==> src/rtl/game_display_frontend.sv <==
// Game display front end: reset-button conditioning (debounce + one-pulse) and a
// 640x480@60 VGA renderer for 5 balls and 4 paddles, driven from the 100 MHz clock.
// Video timing is parameterised so the raster can be shrunk; defaults give 640x480.
module game_display_frontend #(
  parameter int unsigned DB_LEN = 4,
  parameter int unsigned BALL_R = 4,
  parameter int unsigned PAD_HW = 4,
  parameter int unsigned PAD_HH = 32,
  parameter int unsigned H_VIS  = 640,
  parameter int unsigned H_FP   = 16,
  parameter int unsigned H_SYNC = 96,
  parameter int unsigned H_BP   = 48,
  parameter int unsigned V_VIS  = 480,
  parameter int unsigned V_FP   = 10,
  parameter int unsigned V_SYNC = 2,
  parameter int unsigned V_BP   = 33
) (
  input  logic               clk,
  input  logic               rst_n,
  input  logic               btn,
  output logic               btn_pulse,
  input  logic signed [10:0] ball1_posx,
  input  logic signed [10:0] ball1_posy,
  input  logic signed [10:0] ball2_posx,
  input  logic signed [10:0] ball2_posy,
  input  logic signed [10:0] ball3_posx,
  input  logic signed [10:0] ball3_posy,
  input  logic signed [10:0] ball4_posx,
  input  logic signed [10:0] ball4_posy,
  input  logic signed [10:0] ball5_posx,
  input  logic signed [10:0] ball5_posy,
  input  logic signed [10:0] paddle10_posx,
  input  logic signed [10:0] paddle10_posy,
  input  logic signed [10:0] paddle11_posx,
  input  logic signed [10:0] paddle11_posy,
  input  logic signed [10:0] paddle20_posx,
  input  logic signed [10:0] paddle20_posy,
  input  logic signed [10:0] paddle21_posx,
  input  logic signed [10:0] paddle21_posy,
  output logic [3:0]         vgaRed,
  output logic [3:0]         vgaGreen,
  output logic [3:0]         vgaBlue,
  output logic               hsync,
  output logic               vsync
);

  localparam int unsigned HTotal = H_VIS + H_FP + H_SYNC + H_BP;
  localparam int unsigned VTotal = V_VIS + V_FP + V_SYNC + V_BP;

  localparam logic [9:0] HLast     = 10'(HTotal - 1);
  localparam logic [9:0] VLast     = 10'(VTotal - 1);
  localparam logic [9:0] HVisEnd   = 10'(H_VIS);
  localparam logic [9:0] VVisEnd   = 10'(V_VIS);
  localparam logic [9:0] HSyncBeg  = 10'(H_VIS + H_FP);
  localparam logic [9:0] HSyncEnd  = 10'(H_VIS + H_FP + H_SYNC - 1);
  localparam logic [9:0] VSyncBeg  = 10'(V_VIS + V_FP);
  localparam logic [9:0] VSyncEnd  = 10'(V_VIS + V_FP + V_SYNC - 1);

  localparam logic signed [11:0] BallR = 12'(BALL_R);
  localparam logic signed [11:0] PadW  = 12'(PAD_HW);
  localparam logic signed [11:0] PadH  = 12'(PAD_HH);

  // Objects 0..4 are balls, 5/6 paddles of player 1, 7/8 paddles of player 2.
  localparam int NumObj = 9;

  logic [DB_LEN-1:0] db_sh_q;
  logic              db_q;
  logic              db_dly_q;
  logic              btn_pulse_q;

  logic [1:0]        div_q;
  logic              pix_en;
  logic [9:0]        h_q;
  logic [9:0]        v_q;

  logic signed [10:0] pos_x [NumObj];
  logic signed [10:0] pos_y [NumObj];
  logic signed [10:0] sh_x_q [NumObj];
  logic signed [10:0] sh_y_q [NumObj];

  logic [11:0]        rgb_q;
  logic               hsync_q;
  logic               vsync_q;

  logic signed [11:0] hpos;
  logic signed [11:0] vpos;
  logic               ball_hit;
  logic               p1_hit;
  logic               p2_hit;
  logic               visible;
  logic [11:0]        rgb_d;

  assign pos_x[0] = ball1_posx;    assign pos_y[0] = ball1_posy;
  assign pos_x[1] = ball2_posx;    assign pos_y[1] = ball2_posy;
  assign pos_x[2] = ball3_posx;    assign pos_y[2] = ball3_posy;
  assign pos_x[3] = ball4_posx;    assign pos_y[3] = ball4_posy;
  assign pos_x[4] = ball5_posx;    assign pos_y[4] = ball5_posy;
  assign pos_x[5] = paddle10_posx; assign pos_y[5] = paddle10_posy;
  assign pos_x[6] = paddle11_posx; assign pos_y[6] = paddle11_posy;
  assign pos_x[7] = paddle20_posx; assign pos_y[7] = paddle20_posy;
  assign pos_x[8] = paddle21_posx; assign pos_y[8] = paddle21_posy;

  function automatic logic signed [11:0] sext(input logic signed [10:0] a);
    return {a[10], a};
  endfunction

  // Square/rectangle hit: c-r <= p <= c+r-1 on both axes, so the side is 2*r.
  function automatic logic box_hit(input logic signed [11:0] hp, input logic signed [11:0] vp,
                                   input logic signed [11:0] cx, input logic signed [11:0] cy,
                                   input logic signed [11:0] rx, input logic signed [11:0] ry);
    return (hp >= cx - rx) && (hp <= cx + rx - 12'sd1) &&
           (vp >= cy - ry) && (vp <= cy + ry - 12'sd1);
  endfunction

  // Button conditioning: shift-register debounce, then a registered rising-edge pulse.
  always_ff @(posedge clk or negedge rst_n) begin
    if (!rst_n) begin
      db_sh_q     <= '0;
      db_q        <= 1'b0;
      db_dly_q    <= 1'b0;
      btn_pulse_q <= 1'b0;
    end else begin
      db_sh_q     <= {db_sh_q[DB_LEN-2:0], btn};
      db_q        <= &db_sh_q;
      db_dly_q    <= db_q;
      btn_pulse_q <= db_q & ~db_dly_q;
    end
  end

  assign btn_pulse = btn_pulse_q;

  // Pixel-clock divider and raster counters; both counters move only on pix_en.
  always_ff @(posedge clk or negedge rst_n) begin
    if (!rst_n) begin
      div_q <= 2'd0;
      h_q   <= '0;
      v_q   <= '0;
    end else begin
      div_q <= div_q + 2'd1;
      if (pix_en) begin
        if (h_q == HLast) begin
          h_q <= '0;
          v_q <= (v_q == VLast) ? '0 : v_q + 10'd1;
        end else begin
          h_q <= h_q + 10'd1;
        end
      end
    end
  end

  assign pix_en = (div_q == 2'd3);

  // Capture object positions once per frame so a frame never mixes old and new positions.
  always_ff @(posedge clk or negedge rst_n) begin
    if (!rst_n) begin
      for (int i = 0; i < NumObj; i++) begin
        sh_x_q[i] <= '0;
        sh_y_q[i] <= '0;
      end
    end else if (pix_en && (h_q == HLast) && (v_q == VLast)) begin
      for (int i = 0; i < NumObj; i++) begin
        sh_x_q[i] <= pos_x[i];
        sh_y_q[i] <= pos_y[i];
      end
    end
  end

  assign hpos    = {2'b00, h_q};
  assign vpos    = {2'b00, v_q};
  assign visible = (h_q < HVisEnd) && (v_q < VVisEnd);

  // Hit tests against the shadow positions and colour priority: ball > player 1 > player 2.
  always_comb begin
    ball_hit = 1'b0;
    p1_hit   = 1'b0;
    p2_hit   = 1'b0;
    for (int i = 0; i < 5; i++) begin
      ball_hit = ball_hit | box_hit(hpos, vpos, sext(sh_x_q[i]), sext(sh_y_q[i]), BallR, BallR);
    end
    for (int i = 5; i < 7; i++) begin
      p1_hit = p1_hit | box_hit(hpos, vpos, sext(sh_x_q[i]), sext(sh_y_q[i]), PadW, PadH);
    end
    for (int i = 7; i < 9; i++) begin
      p2_hit = p2_hit | box_hit(hpos, vpos, sext(sh_x_q[i]), sext(sh_y_q[i]), PadW, PadH);
    end
    rgb_d = 12'h000;
    if (visible) begin
      if (ball_hit) begin
        rgb_d = 12'hFFF;
      end else if (p1_hit) begin
        rgb_d = 12'hF00;
      end else if (p2_hit) begin
        rgb_d = 12'h00F;
      end
    end
  end

  // Colour and syncs registered together from the same (h,v) to keep them aligned.
  always_ff @(posedge clk or negedge rst_n) begin
    if (!rst_n) begin
      rgb_q   <= 12'h000;
      hsync_q <= 1'b1;
      vsync_q <= 1'b1;
    end else if (pix_en) begin
      rgb_q   <= rgb_d;
      hsync_q <= ~((h_q >= HSyncBeg) && (h_q <= HSyncEnd));
      vsync_q <= ~((v_q >= VSyncBeg) && (v_q <= VSyncEnd));
    end
  end

  assign vgaRed   = rgb_q[11:8];
  assign vgaGreen = rgb_q[7:4];
  assign vgaBlue  = rgb_q[3:0];
  assign hsync    = hsync_q;
  assign vsync    = vsync_q;

endmodule

==> config.mk <==
export PLATFORM = sky130hd
export DESIGN_NAME = game_display_frontend
export DESIGN_NICKNAME = d
export VERILOG_FILES = /design/src/rtl/game_display_frontend.sv
export SDC_FILE = /design/constraint.sdc
export NUM_CORES = 1
export LEC_CHECK = 0
export CORE_MARGIN = 3
export CORE_UTILIZATION = 25
export DETAILED_ROUTE_END_ITERATION = 8
export PLACE_DENSITY = 0.46
export REMOVE_ABC_BUFFERS = 1
export SLEW_MARGIN = 10
export SYNTH_ARGS = -nofsm -noshare
export SYNTH_HDL_FRONTEND = slang
export SYNTH_SLANG_ARGS = --single-unit
==> constraint.sdc <==
create_clock -name clk -period 7.3 [get_ports clk]
set_clock_uncertainty 0.15 [all_clocks]
set_input_delay 1.095 -clock clk [delete_from_list [all_inputs] [get_ports clk]]
set_output_delay 1.095 -clock clk [all_outputs]
set_load 0.01 [all_outputs]
Yosys cells after proc, flatten, opt, wreduce, memory -nomap -nowiden
Cells that the tools add are included.
{"block": "totals", "reg_bits": 241, "input_bits": 201, "word_cells": 180}
{"block": "op_classes", "addsub": 57, "magnitude_cmp": 42, "eq_ne": 3, "muxes": 6, "bitwise": 10, "n_reduce_logical": 34}
{"op": "greater-or-equal comparator 11 x 12 -> 1 bit", "n": 18}
{"op": "less-or-equal comparator 11 x 12 -> 1 bit", "n": 18}
{"op": "subtractor 12 x 2 -> 12 bit (second input constant)", "n": 18}
{"op": "adder 11 x 4 -> 12 bit (second input constant)", "n": 14}
{"op": "subtractor 11 x 4 -> 12 bit (second input constant)", "n": 14}
{"op": "adder 11 x 7 -> 12 bit (second input constant)", "n": 4}
{"op": "subtractor 11 x 7 -> 12 bit (second input constant)", "n": 4}
{"op": "two-way mux 12 bit", "n": 3}
{"op": "logical AND 1 bit", "n": 32}
{"op": "adder 10 x 1 -> 10 bit (second input constant)", "n": 2}
{"op": "equality test 10 bit (second input constant)", "n": 2}
{"op": "two-way mux 10 bit", "n": 2}
{"op": "greater-or-equal comparator 10 bit (second input constant)", "n": 1}
{"op": "greater-or-equal comparator 10 x 9 -> 1 bit (second input constant)", "n": 1}
{"op": "less-or-equal comparator 10 bit (second input constant)", "n": 1}
{"op": "less-or-equal comparator 10 x 9 -> 1 bit (second input constant)", "n": 1}
{"op": "less-than comparator 10 bit (second input constant)", "n": 1}
{"op": "less-than comparator 10 x 9 -> 1 bit (second input constant)", "n": 1}
{"op": "bitwise OR 1 bit", "n": 6}
{"op": "two-way mux 4 bit", "n": 1}
{"op": "AND reduction 4 bit", "n": 1}
{"op": "inverter 1 bit", "n": 3}
{"op": "adder 2 x 1 -> 2 bit (second input constant)", "n": 1}
{"op": "equality test 2 bit (second input constant)", "n": 1}
{"op": "2 further kinds", "n": 2}

Longest topological paths before layout
{"block": "logic_depth", "ltp_word": 12, "mapped_depth": 15, "depth_no_buf": 15}

Worst setup path after synthesis
No wires, ideal clock.
{"block": "synth_path", "kind": "flip-flop to flip-flop", "start": "reg sh_x_q[80] (netlist bit)", "end": "reg rgb_q[10]", "arrival_time_ps": 3150, "required_ps": 7002, "slack_ps": 3852, "stages_incl_launch_ff": 14, "path_buffers": 0, "period_less_slack_ps": 3448, "cell_sequence": "dfrtp_1 inv_1 ha_1 nor3b_1 xnor2_1 ha_1 a21o_1 a21o_1 a2111oi_0 o31ai_1 a221oi_4 o22ai_2 o41ai_4 o221ai_1"}
{"block": "synth_between", "elab_chain_cells": 12, "elab_cells_between_ends": 14}
{"element": "start: declaration", "line_no": "78", "text": "logic signed [10:0] sh_x_q [NumObj];"}
{"element": "start signal: indexed assignment", "line_no": "162", "text": "sh_x_q[i] <= pos_x[i];"}
{"element": "adder 11 x 4 -> 12 bit", "line_no": "111", "text": "return (hp >= cx - rx) && (hp <= cx + rx - 12'sd1) &&"}
{"element": "subtractor 12 x 2 -> 12 bit", "line_no": "111"}
{"element": "less-or-equal comparator 11 x 12 -> 1 bit", "line_no": "111"}
{"element": "logical AND 1 bit (*) (2 in series)", "line_no": "111"}
{"element": "logical AND 1 bit (*)", "line_no": "112", "text": "(vp >= cy - ry) && (vp <= cy + ry - 12'sd1);"}
{"element": "bitwise OR 1 bit (*) (4 in series)", "line_no": "178", "text": "ball_hit = ball_hit | box_hit(hpos, vpos, sext(sh_x_q[i]), sext(sh_y_q[i]), BallR, BallR);"}
{"element": "two-way mux 12 bit (*)", "line_no": "188", "text": "if (ball_hit) begin"}
{"element": "two-way mux 12 bit (*)", "line_no": "187", "text": "if (visible) begin"}
{"element": "end signal: assignment", "line_no": "205", "text": "rgb_q <= rgb_d;"}
{"element": "end: declaration", "line_no": "81", "text": "logic [11:0] rgb_q;"}
Mark *: on every way between the ends. The rest lies on a longest branch, timed or not.
A chain may end at the register's enable or synchronous reset.

Final worst setup path
{"block": "layout_path", "start": "reg v_q[0]", "end": "reg sh_x_q[21] (netlist bit)"}
{"block": "layout_between", "elab_chain_cells": 2}
{"element": "start: declaration", "line_no": "74", "text": "logic [9:0] v_q;"}
{"element": "start signal: assignment", "line_no": "143", "text": "v_q <= (v_q == VLast) ? '0 : v_q + 10'd1;"}
{"element": "equality test 10 bit", "line_no": "160", "text": "end else if (pix_en && (h_q == HLast) && (v_q == VLast)) begin"}
{"element": "logical AND 1 bit", "line_no": "160"}
Every way passes these cells.

==> reports/qor.yml <==
status: "finished clean"
cp-end-kind: "flip-flop"
ys_seq_area_frac: 0.2630
netlist_area_mm2: 0.02208
synth_top_cell_area_share: 0.2606
routed_wl_um: 69120
async_flop_share: 1.000
max_cap_viol_count: 0
p_sw_frac: 0.2282
worstRegToRegCells: 9
cts_resized: 0
place.gp.congestion: 0.8419
peakVddDrop_mv: 0.1780
critPathLaunchType: "flip-flop"
remaining_drc_errors: 0
clock_power_share: 0.533
max_slew.worst_pin.slew_ps: 1166
core_mm2: 0.08716
switchingPower_uw: 703.6
p_per_area_mw_per_mm2: 116.6
cts_buffer_depth: 3
detailed_place_hpwl_um: 51090
wl_per_cell_um: 18.34
antenna_found_initial: 6
arrival_ps: 4490
clock_latency_ps: 610
whs_ps: 221.0
seq_power_share: 0.418
grt.overflow.total: 0
die_area_mm2: 0.09193
slew_viol_final: 0
setup_violations: 0
ios: 216
drtAntennaViolNets: 0
power_frac_comb: 0.049
fill_cells: 9070
synth_edf_count: 0
ys_warn_count: 0
fmax_ghz: 0.2395
layout_commonest_cell: "ha_1"
ys_types: 81
layout.nets: 3210
rows: 108
path_clk_slew_ps: 60
grt_util_all_layers: 0.1491
period_share: 0.5719
post-route-min-period_ps: 4175
initial_core_util: 0.2534
first_global_vias: 19000
area_growth_pct: 19.75
numCtsBuffers: 31
instances_no_fill: 3769
clock-root-buffer: "clkbuf_16"
syn_area_per_cell_um2: 9.046
setup_slack_ps: 3125
layout.core_utilization: 0.3034
worstSetupPathType: "flip-flop to flip-flop"
p_int_uw: 2379
cts_tree: "built"
die_x_um: 303.2
final_cell_mix: "419 x ha_1, 230 x dfrtp_1, 218 x nand2_1"
yosysTopAreaCell: "dfrtp_1"
finalPower_uw: 3083
drive_gt1_frac: 0.05434
drtPass1Iterations: 5
slew-limit-headroom: 0.2228
ys.flop_type: "dfrtp_1"
synth_cells: 2441
ys_seq_elements: 232
cp_max_fo: 94
grt_max_degree: 144
hold_viol: 0
rsz0062_at_grt: "no"
ys_top_cells_by_area: "dfrtp_1 26%, ha_1 24%, xnor2_1 6.7%"
die_h_um: 303.2
drt_iter0_drc: 782
pre_cts_slack_ps: 3002
io_buffers: 215
via_count: 18280
crit_required_ps: 7610
clock_sinks: 232
vias_per_cell: 4.850
grt_first_pass_wirelength_um: 108600
h-tree-depth: 1
dp.cells: 3712
cts_hold_buf: 0
post-cts-setup-buffers: 0
hp-class: "flip-flop to flip-flop"
p_leak_uw: 0.01194
holdPathStages: 0
## sequential cells by signal, indices dropped and copies added, names as in the netlist
| signal | flops |
|---|---|
| div_q | 2 |
| db_sh_q | 4 |
| sh_y_q | 99 |
| v_q | 10 |
| hsync | 1 |
| vsync | 1 |
| db_q | 1 |
| rgb_q | 3 |
| sh_x_q | 99 |
| btn_pulse | 1 |
| h_q | 10 |
| db_dly_q | 1 |
## path summary, 6_finish.rpt
kind | from | end | slack (ps)
max | v_q[0]$_DFFE_PN0P_ | sh_x_q[21]$_DFFE_PN0P_ | 3130
max reg2reg | v_q[0]$_DFFE_PN0P_ | sh_x_q[21]$_DFFE_PN0P_ | 3130
min reg2reg | db_sh_q[1]$_DFF_PN0_ | db_sh_q[2]$_DFF_PN0_ | 220
max in group asynchronous | rst_n | sh_y_q[70]$_DFFE_PN0P_ | 5410
min in group asynchronous | rst_n | sh_x_q[28]$_DFFE_PN0P_ | 290
min | db_sh_q[1]$_DFF_PN0_ | db_sh_q[2]$_DFF_PN0_ | 220
## final cells by class
type                            instances  area (um2)  area share
Antenna cell                            1       2.502  0.00009463
Clock inverter                         15       195.2    0.007381
Clock buffer                           41       893.4     0.03378
Inverter                              126       473.0     0.01789
Tap cell                             1155        1445     0.05465
Sequential cell                       232        5808      0.2196
Timing Repair Buffer                  238        2355     0.08905
Multi-Input combinational cell       1961       15270      0.5775
## power groups by stage
stage	clock (uW)	sequential (uW)	combinational, uW
after global routing	1770	1290	164
after CTS	1720	1290	158
final	1640	1290	151
after detailed placement	0	1310	157
after floorplan	0	1310	1.27
after global placement	0	1310	158
## critical path, stage by stage, from the launching register on
cell and delay, ps:
dfrtp_1 430, inv_1 80, buf_4 310, ha_1 200
nor4bb_1 260, nand3_1 100, nor4_1 490, and2_4 930
buf_4 650, mux2_2 400
## per-stage QoR
| stage | setup TNS, ps | area, um2 |
|---|---|---|
| after floorplan | -117710 | 21550 |
| after global placement | 0 | 25350 |
| after detailed placement | 0 | 25350 |
| after CTS | 0 | 26440 |
| after global routing | 0 | 26440 |
| final | 0 | 26440 |
## cells in the mapped netlist (7+ instances only)
cell         n
ha_1       419
dfrtp_1    230
nand2_1    218
xnor2_1    170
o21ai_0    136
inv_1      125
nor2_1     123
xor2_1      94
clkbuf_1    86
a21oi_1     81
nand3_1     75
nor3_1      60
nand4_1     53
mux2_1      50
mux2_2      50
o21ai_1     43
nor2b_1     35
a21o_1      26
a211oi_1    23
and3_1      23
o211ai_1    21
buf_2       20
nor4_1      20
o2111ai_1   17
a2111oi_0   15
a31oi_1     15
nand2b_1    15
o31ai_1     14
or4_1       14
or3_1       13
buf_4       11
a211o_1     10
a221oi_1    10
a21boi_0     9
o21a_1       9
nand4b_1     8
and4_1       7
## kinds of logic after synthesis
family | count (synthesis) | share of synthesized area
buffers and inverters | 248 | 0.04550
and+or+nand+nor | 695 | 0.1564
xor gates and xnor gates | 264 | 0.1047
adders and majority gates | 419 | 0.2374
AOI/OAI and AO/OA | 483 | 0.1420
muxes | 100 | 0.05099
DFF | 232 | 0.2630
## per-layer routing
metal,vias to the layer above,track usage,wire length (um)
met4,4,0.03823,1656
met3,91,0.02169,2782
met2,312,0.2598,33070
met5,-,0,31
li1,9111,-,-
met1,8762,0.1924,31580
Note: power is estimated with default switching activity, not from simulation.
